--- src/rtl/bp_nonsynth_branch_event_queue.sv ---
// Branch event queue: captures attaboy / redirect FE commands and periodic
// commit-window markers into a small circular buffer that a branch profiler
// drains over valid/yumi. Events lost to a full queue are counted.
module bp_nonsynth_branch_event_queue #(
  parameter int vaddr_width_p = 39,
  parameter int els_p         = 8,
  parameter int window_p      = 1000
) (
  input  logic                       clk_i,
  input  logic                       reset_n_i,
  input  logic                       freeze_i,
  input  logic                       fe_cmd_yumi_i,
  input  logic                       is_attaboy_i,
  input  logic                       is_redirect_i,
  input  logic [vaddr_width_p-1:0]   vaddr_i,
  input  logic [4:0]                 br_flags_i,
  input  logic                       commit_v_i,
  output logic                       v_o,
  output logic [vaddr_width_p+6:0]   data_o,
  input  logic                       yumi_i,
  output logic [15:0]                drop_cnt_o
);

  localparam int ptr_w_lp = $clog2(els_p);
  localparam int rec_w_lp = vaddr_width_p + 7;
  localparam int cnt_w_lp = $clog2(window_p);
  localparam logic [cnt_w_lp-1:0] last_commit_lp = cnt_w_lp'(window_p - 1);

  // Queue storage and pointers (extra MSB is the wrap bit)
  logic [rec_w_lp-1:0] mem_q [els_p];
  logic [ptr_w_lp:0]   wr_ptr_q, wr_ptr_d;
  logic [ptr_w_lp:0]   rd_ptr_q, rd_ptr_d;

  // Window bookkeeping
  logic [cnt_w_lp-1:0] commit_cnt_q, commit_cnt_d;
  logic [15:0]         redir_cnt_q, redir_cnt_d;
  logic [15:0]         marker_cnt_q, marker_cnt_d;
  logic                marker_pend_q, marker_pend_d;
  logic [15:0]         drop_cnt_q, drop_cnt_d;

  // Combinational helpers
  logic                empty, full, deq_v, space_v;
  logic                branch_v, redirect_v, commit_v, window_done;
  logic                enq_branch, enq_marker, enq_v;
  logic [rec_w_lp-1:0] enq_data;
  logic [15:0]         redir_plus;
  logic [1:0]          drop_inc;
  logic [16:0]         drop_sum;

  assign empty = (wr_ptr_q == rd_ptr_q);
  assign full  = (wr_ptr_q[ptr_w_lp-1:0] == rd_ptr_q[ptr_w_lp-1:0])
               && (wr_ptr_q[ptr_w_lp] != rd_ptr_q[ptr_w_lp]);

  // A yumi with nothing queued is ignored rather than corrupting the pointers.
  assign deq_v   = yumi_i & ~empty;
  assign space_v = ~full | deq_v;

  assign branch_v    = fe_cmd_yumi_i & (is_attaboy_i | is_redirect_i) & ~freeze_i;
  assign redirect_v  = fe_cmd_yumi_i & is_redirect_i & ~freeze_i;
  assign commit_v    = commit_v_i & ~freeze_i;
  assign window_done = commit_v & (commit_cnt_q == last_commit_lp);

  // Enqueue arbitration, window counters and drop accounting
  always_comb begin
    enq_branch    = branch_v & space_v;
    enq_marker    = marker_pend_q & ~branch_v & space_v;
    enq_v         = enq_branch | enq_marker;
    enq_data      = '0;
    wr_ptr_d      = wr_ptr_q;
    rd_ptr_d      = rd_ptr_q;
    commit_cnt_d  = commit_cnt_q;
    redir_cnt_d   = redir_cnt_q;
    marker_cnt_d  = marker_cnt_q;
    marker_pend_d = marker_pend_q;
    drop_inc      = 2'd0;

    if (enq_branch) begin
      enq_data = {vaddr_i, (is_redirect_i ? 2'd1 : 2'd0), br_flags_i};
    end else if (enq_marker) begin
      enq_data = {vaddr_width_p'(marker_cnt_q), 2'd2, 5'b00000};
    end

    if (enq_v) wr_ptr_d = wr_ptr_q + (ptr_w_lp+1)'(1);
    if (deq_v) rd_ptr_d = rd_ptr_q + (ptr_w_lp+1)'(1);

    // Saturating redirect count including any redirect this cycle
    redir_plus = (redirect_v && (redir_cnt_q != 16'hFFFF)) ? redir_cnt_q + 16'd1
                                                            : redir_cnt_q;

    if (commit_v) begin
      commit_cnt_d = window_done ? '0 : commit_cnt_q + cnt_w_lp'(1);
    end

    if (enq_marker) marker_pend_d = 1'b0;

    if (window_done) begin
      // Same-cycle redirect belongs to the window that just closed.
      marker_cnt_d  = redir_plus;
      redir_cnt_d   = 16'd0;
      marker_pend_d = 1'b1;
      if (marker_pend_q && !enq_marker) drop_inc = drop_inc + 2'd1;
    end else begin
      redir_cnt_d = redir_plus;
    end

    if (branch_v && !space_v) drop_inc = drop_inc + 2'd1;

    drop_sum   = {1'b0, drop_cnt_q} + 17'(drop_inc);
    drop_cnt_d = drop_sum[16] ? 16'hFFFF : drop_sum[15:0];
  end

  // State registers, cleared asynchronously
  always_ff @(posedge clk_i or negedge reset_n_i) begin
    if (!reset_n_i) begin
      wr_ptr_q      <= '0;
      rd_ptr_q      <= '0;
      commit_cnt_q  <= '0;
      redir_cnt_q   <= '0;
      marker_cnt_q  <= '0;
      marker_pend_q <= 1'b0;
      drop_cnt_q    <= '0;
    end else begin
      wr_ptr_q      <= wr_ptr_d;
      rd_ptr_q      <= rd_ptr_d;
      commit_cnt_q  <= commit_cnt_d;
      redir_cnt_q   <= redir_cnt_d;
      marker_cnt_q  <= marker_cnt_d;
      marker_pend_q <= marker_pend_d;
      drop_cnt_q    <= drop_cnt_d;
    end
  end

  // Record storage; contents are only visible through a valid head
  always_ff @(posedge clk_i) begin
    if (enq_v) mem_q[wr_ptr_q[ptr_w_lp-1:0]] <= enq_data;
  end

  assign v_o        = ~empty;
  assign data_o     = v_o ? mem_q[rd_ptr_q[ptr_w_lp-1:0]] : '0;
  assign drop_cnt_o = drop_cnt_q;

endmodule

--- config.mk ---
export PLATFORM = sky130hd
export DESIGN_NAME = bp_nonsynth_branch_event_queue
export DESIGN_NICKNAME = d
export VERILOG_FILES = /design/src/rtl/bp_nonsynth_branch_event_queue.sv
export SDC_FILE = /design/constraint.sdc
export NUM_CORES = 1
export LEC_CHECK = 0
export CORE_MARGIN = 4
export CORE_UTILIZATION = 53
export DETAILED_ROUTE_END_ITERATION = 7
export GPL_ROUTABILITY_DRIVEN = 0
export GPL_TIMING_DRIVEN = 0
export PLACE_DENSITY = 0.82
export SLEW_MARGIN = 0
export SYNTH_ARGS = -nofsm -noshare
export SYNTH_HDL_FRONTEND = slang
export SYNTH_SLANG_ARGS = --single-unit
--- constraint.sdc ---
create_clock -name clk_i -period 6.04 [get_ports clk_i]
set_input_delay 1.208 -clock clk_i [delete_from_list [all_inputs] [get_ports clk_i]]
set_output_delay 1.208 -clock clk_i [all_outputs]
set_load 0.03 [all_outputs]
==> results.sh <==
export IMPL_cts_made_buffers=42
export IMPL_via_per_inst=5.976
export IMPL_cts_sinks=435
export IMPL_hpwl_um=24260
export IMPL_fin_nets=1239
export IMPL_ant_nets=0
export IMPL_route_detailed_drc=0
export IMPL_rows=66
export IMPL_die_h_um=191.1
export IMPL_cts_buffer_depth=3
export IMPL_stdcell_area_um2=21070
export IMPL_maxCapViolCount=0
export IMPL_syn_cell_area_um2=17770
export IMPL_synth_flop_cell="edfxtp_1"
export IMPL_synth_edff_count=368
export IMPL_rsz0062_at_grt="false"
export IMPL_cts_htree_levels=2
export IMPL_power_share_sequential_pct=37.2
export IMPL_fmax_ghz=0.1970
export IMPL_final_cell_mix="368 x edfxtp_1, 113 x clkdlybuf4s50_1, 92 x mux4_2"
export IMPL_clockRootBuffer="clkbuf_16"
export IMPL_ys_ff_latch=435
export IMPL_status="complete, no violations"
export IMPL_wl_um=39760
export IMPL_routed_wl_met2_um=19810
export IMPL_port_buffers=114
export IMPL_reg2reg_from="rd_ptr_q[1]"
export IMPL_cts_resized=0
export IMPL_pwr_share_clk_pct=25.5
export IMPL_first_global_vias=10320
export IMPL_power_switching_uw=3314
export IMPL_grt_overflow_total=0
export IMPL_maxSlewViolCount=0
export IMPL_async_reset_ff_share_pct=15.40
export IMPL_yosysUniqueCellTypes=51
export IMPL_clk_pin_slew_ps=60
export IMPL_wl_met1_um=15710
export IMPL_period_share_pct=84.03
export IMPL_cp_required_ps=4830
export IMPL_switching_share_pct=33.81
export IMPL_worstPathMaxFanout=10
export IMPL_hold_start="marker_cnt_q[4]"
export IMPL_first_iter_violations=932
export IMPL_p_int_uw=6487
export IMPL_routed_wl_met3_um=3117
export IMPL_worst_pin_slew_ps=1023
export IMPL_hold_class="flip-flop to flip-flop"
export IMPL_crit_path_start_kind="flip-flop"
export IMPL_syn_num_nets=1065
export IMPL_dieArea_um2=36510
export IMPL_critPathTopFamily="buffers and inverters"
export IMPL_grt_usage_pct=22.17
export IMPL_synthCells=1005
export IMPL_fp_coreArea_um2=32780
export IMPL_top_layer="met4"
export IMPL_crit_slowest_cell="clkdlybuf4s50_1"
export IMPL_cp_startpoint="rd_ptr_q[1]"
export IMPL_n_antenna_cell=0
export IMPL_synth_warnings=0
export IMPL_grt_max_degree=68
export IMPL_p_leak_uw=0.007355
export IMPL_yosysSeqAreaShare_pct=71.64
export IMPL_hold_buffers=0
export IMPL_dr_pass1_iters=5
export IMPL_grt_pass1_wl_um=61350
export IMPL_dpl_cell_area_um2=19780
export IMPL_areaGrowthSynthToFinish_pct=18.59
export IMPL_final_hold_viol_count=0
export IMPL_clk_latency_ps=540
export IMPL_path_buf_inv=4
export IMPL_power_per_cell_area_nw_per_um2=465.2
export IMPL_layout_commonest_cell="edfxtp_1"
export IMPL_finalPower_uw=9801
export IMPL_vias=9855
export IMPL_antenna_found_initial=0
export IMPL_drive_above_1_share_pct=16.49
export IMPL_timing_critical_path_mode_cell="clkbuf_1"
export IMPL_fin_skew_ps=15.58
export IMPL_fin_crit_ps=5075
export IMPL_io_pin_count=115
export IMPL_die_x_um=191.1
export IMPL_peakVddDrop_v=0.0003086
export IMPL_path_cells="clkbuf_1, clkbuf_1, clkbuf_1, mux4_2, mux2i_1, nor2_1, clkdlybuf4s50_1"
export IMPL_p_comb_share_pct=37.3
export IMPL_start_util_pct=54.19
export IMPL_crit_arrival_ps=3870
export IMPL_wl_per_cell_um=24.11
export IMPL_post_route_util_pct=64.27
export IMPL_post_cts_buffers=0
export IMPL_cpPeakStageDelay_ps=730
export IMPL_cp_end_kind="output port"
export IMPL_critPathKind="flip-flop to output port"
export IMPL_setup_viol=0
export IMPL_slew_headroom_pct=31.81
export IMPL_cts_tree="done"
export IMPL_syn_avg_cell_area_um2=17.68
export IMPL_r2r_slack_ps=1220
==> synth_stat cells (all sizes together) (13+ instances only) <==
| master | number | area share, % |
|---|---|---|
| a21oi | 24 | 0.70 |
| a22o | 17 | 0.84 |
| and2 | 29 | 1.0 |
| buf | 22 | 0.63 |
| clkbuf | 32 | 0.68 |
| dfrtp | 67 | 9.4 |
| edfxtp | 368 | 62 |
| inv | 13 | 0.27 |
| mux2i | 48 | 2.7 |
| mux4 | 92 | 12 |
| nand2 | 33 | 0.70 |
| nand3 | 22 | 0.62 |
| nor2 | 70 | 1.5 |
| o21ai | 22 | 0.62 |
| or4 | 13 | 0.55 |
| xnor2 | 15 | 0.74 |
==> final cells by class <==
type | instances | area, um2
plain buffers | 54 | 232.7
clock buffers | 51 | 1116
clock inverters | 21 | 171.4
fillers | 2199 | 11720
inverters | 13 | 48.80
multi-input cells | 503 | 4811
flip-flops and latches | 435 | 12730
well taps | 442 | 553.0
repair buffers | 130 | 1409
==> final timing paths <==
check	to	cells past startpoint
worst max-delay path	data_o[8]	7
worst min-delay path	marker_cnt_q[4]	2
worst max register to register	drop_cnt_o[13]	16
worst min register to register	marker_cnt_q[4]	2
max in group asynchronous	drop_cnt_o[9]	1
min in group asynchronous	redir_cnt_q[9]	1
==> power groups by stage <==
stage / Sequential (uW) / Combinational (uW) / Clock [uW]
6_report: 3640 / 3660 / 2500
5_1_grt: 3660 / 3900 / 2650
4_1_cts: 3640 / 3720 / 2520
3_5_place_dp: 3700 / 3670 / 0
3_3_place_gp: 3700 / 3540 / 0
2_1_floorplan: 3690 / 2300 / 0
==> per-stage QoR <==
step,worst slack [ps],hold WS [ps],setup TNS (ps),cells
2_1_floorplan,411.5,448.2,0,1005
3_3_place_gp,-3330,469.6,-357010,1561
3_5_place_dp,484.0,469.9,0,1577
4_1_cts,998.0,483.9,0,1649
5_1_grt,550.0,495.5,0,1649
6_report,964.8,478.4,0,1649
==> routing by layer <==
metal  GRT usage (%)  vias up
met4           6.851        0
li1                -     4350
met2           37.49      444
met5               0        -
met1           30.17     4983
met3           3.451       78
==> sequential cells by signal (all words and copies together), names as in the netlist <==
register and count:
commit_cnt_q 10, drop_cnt_o 16, marker_cnt_q 16, marker_pend_q 1, mem_q 368, rd_ptr_q 4, redir_cnt_q 16, wr_ptr_q 4
==> cells by family (layout without fill, tap and decap cells) <==
| kind of cell | count (synthesis) | after routing | synth area share [%] |
|---|---|---|---|
| xor gates and xnor gates | 23 | 23 | 1.134 |
| and+or+nand+nor | 236 | 236 | 7.085 |
| AOI/OAI and AO/OA | 93 | 93 | 3.395 |
| adders and majority gates | 8 | 8 | 0.6057 |
| muxes | 143 | 143 | 14.56 |
| buffers and inverters | 67 | 269 | 1.585 |
| DFF | 435 | 435 | 71.64 |
==> worst min-delay path, stage by stage, from the launching register on <==
cell and delay (ps):
dfrtp_1 340, nand2_1 50, nand3_1 50
No activity file was read; power rests on OpenSTA's default activity.
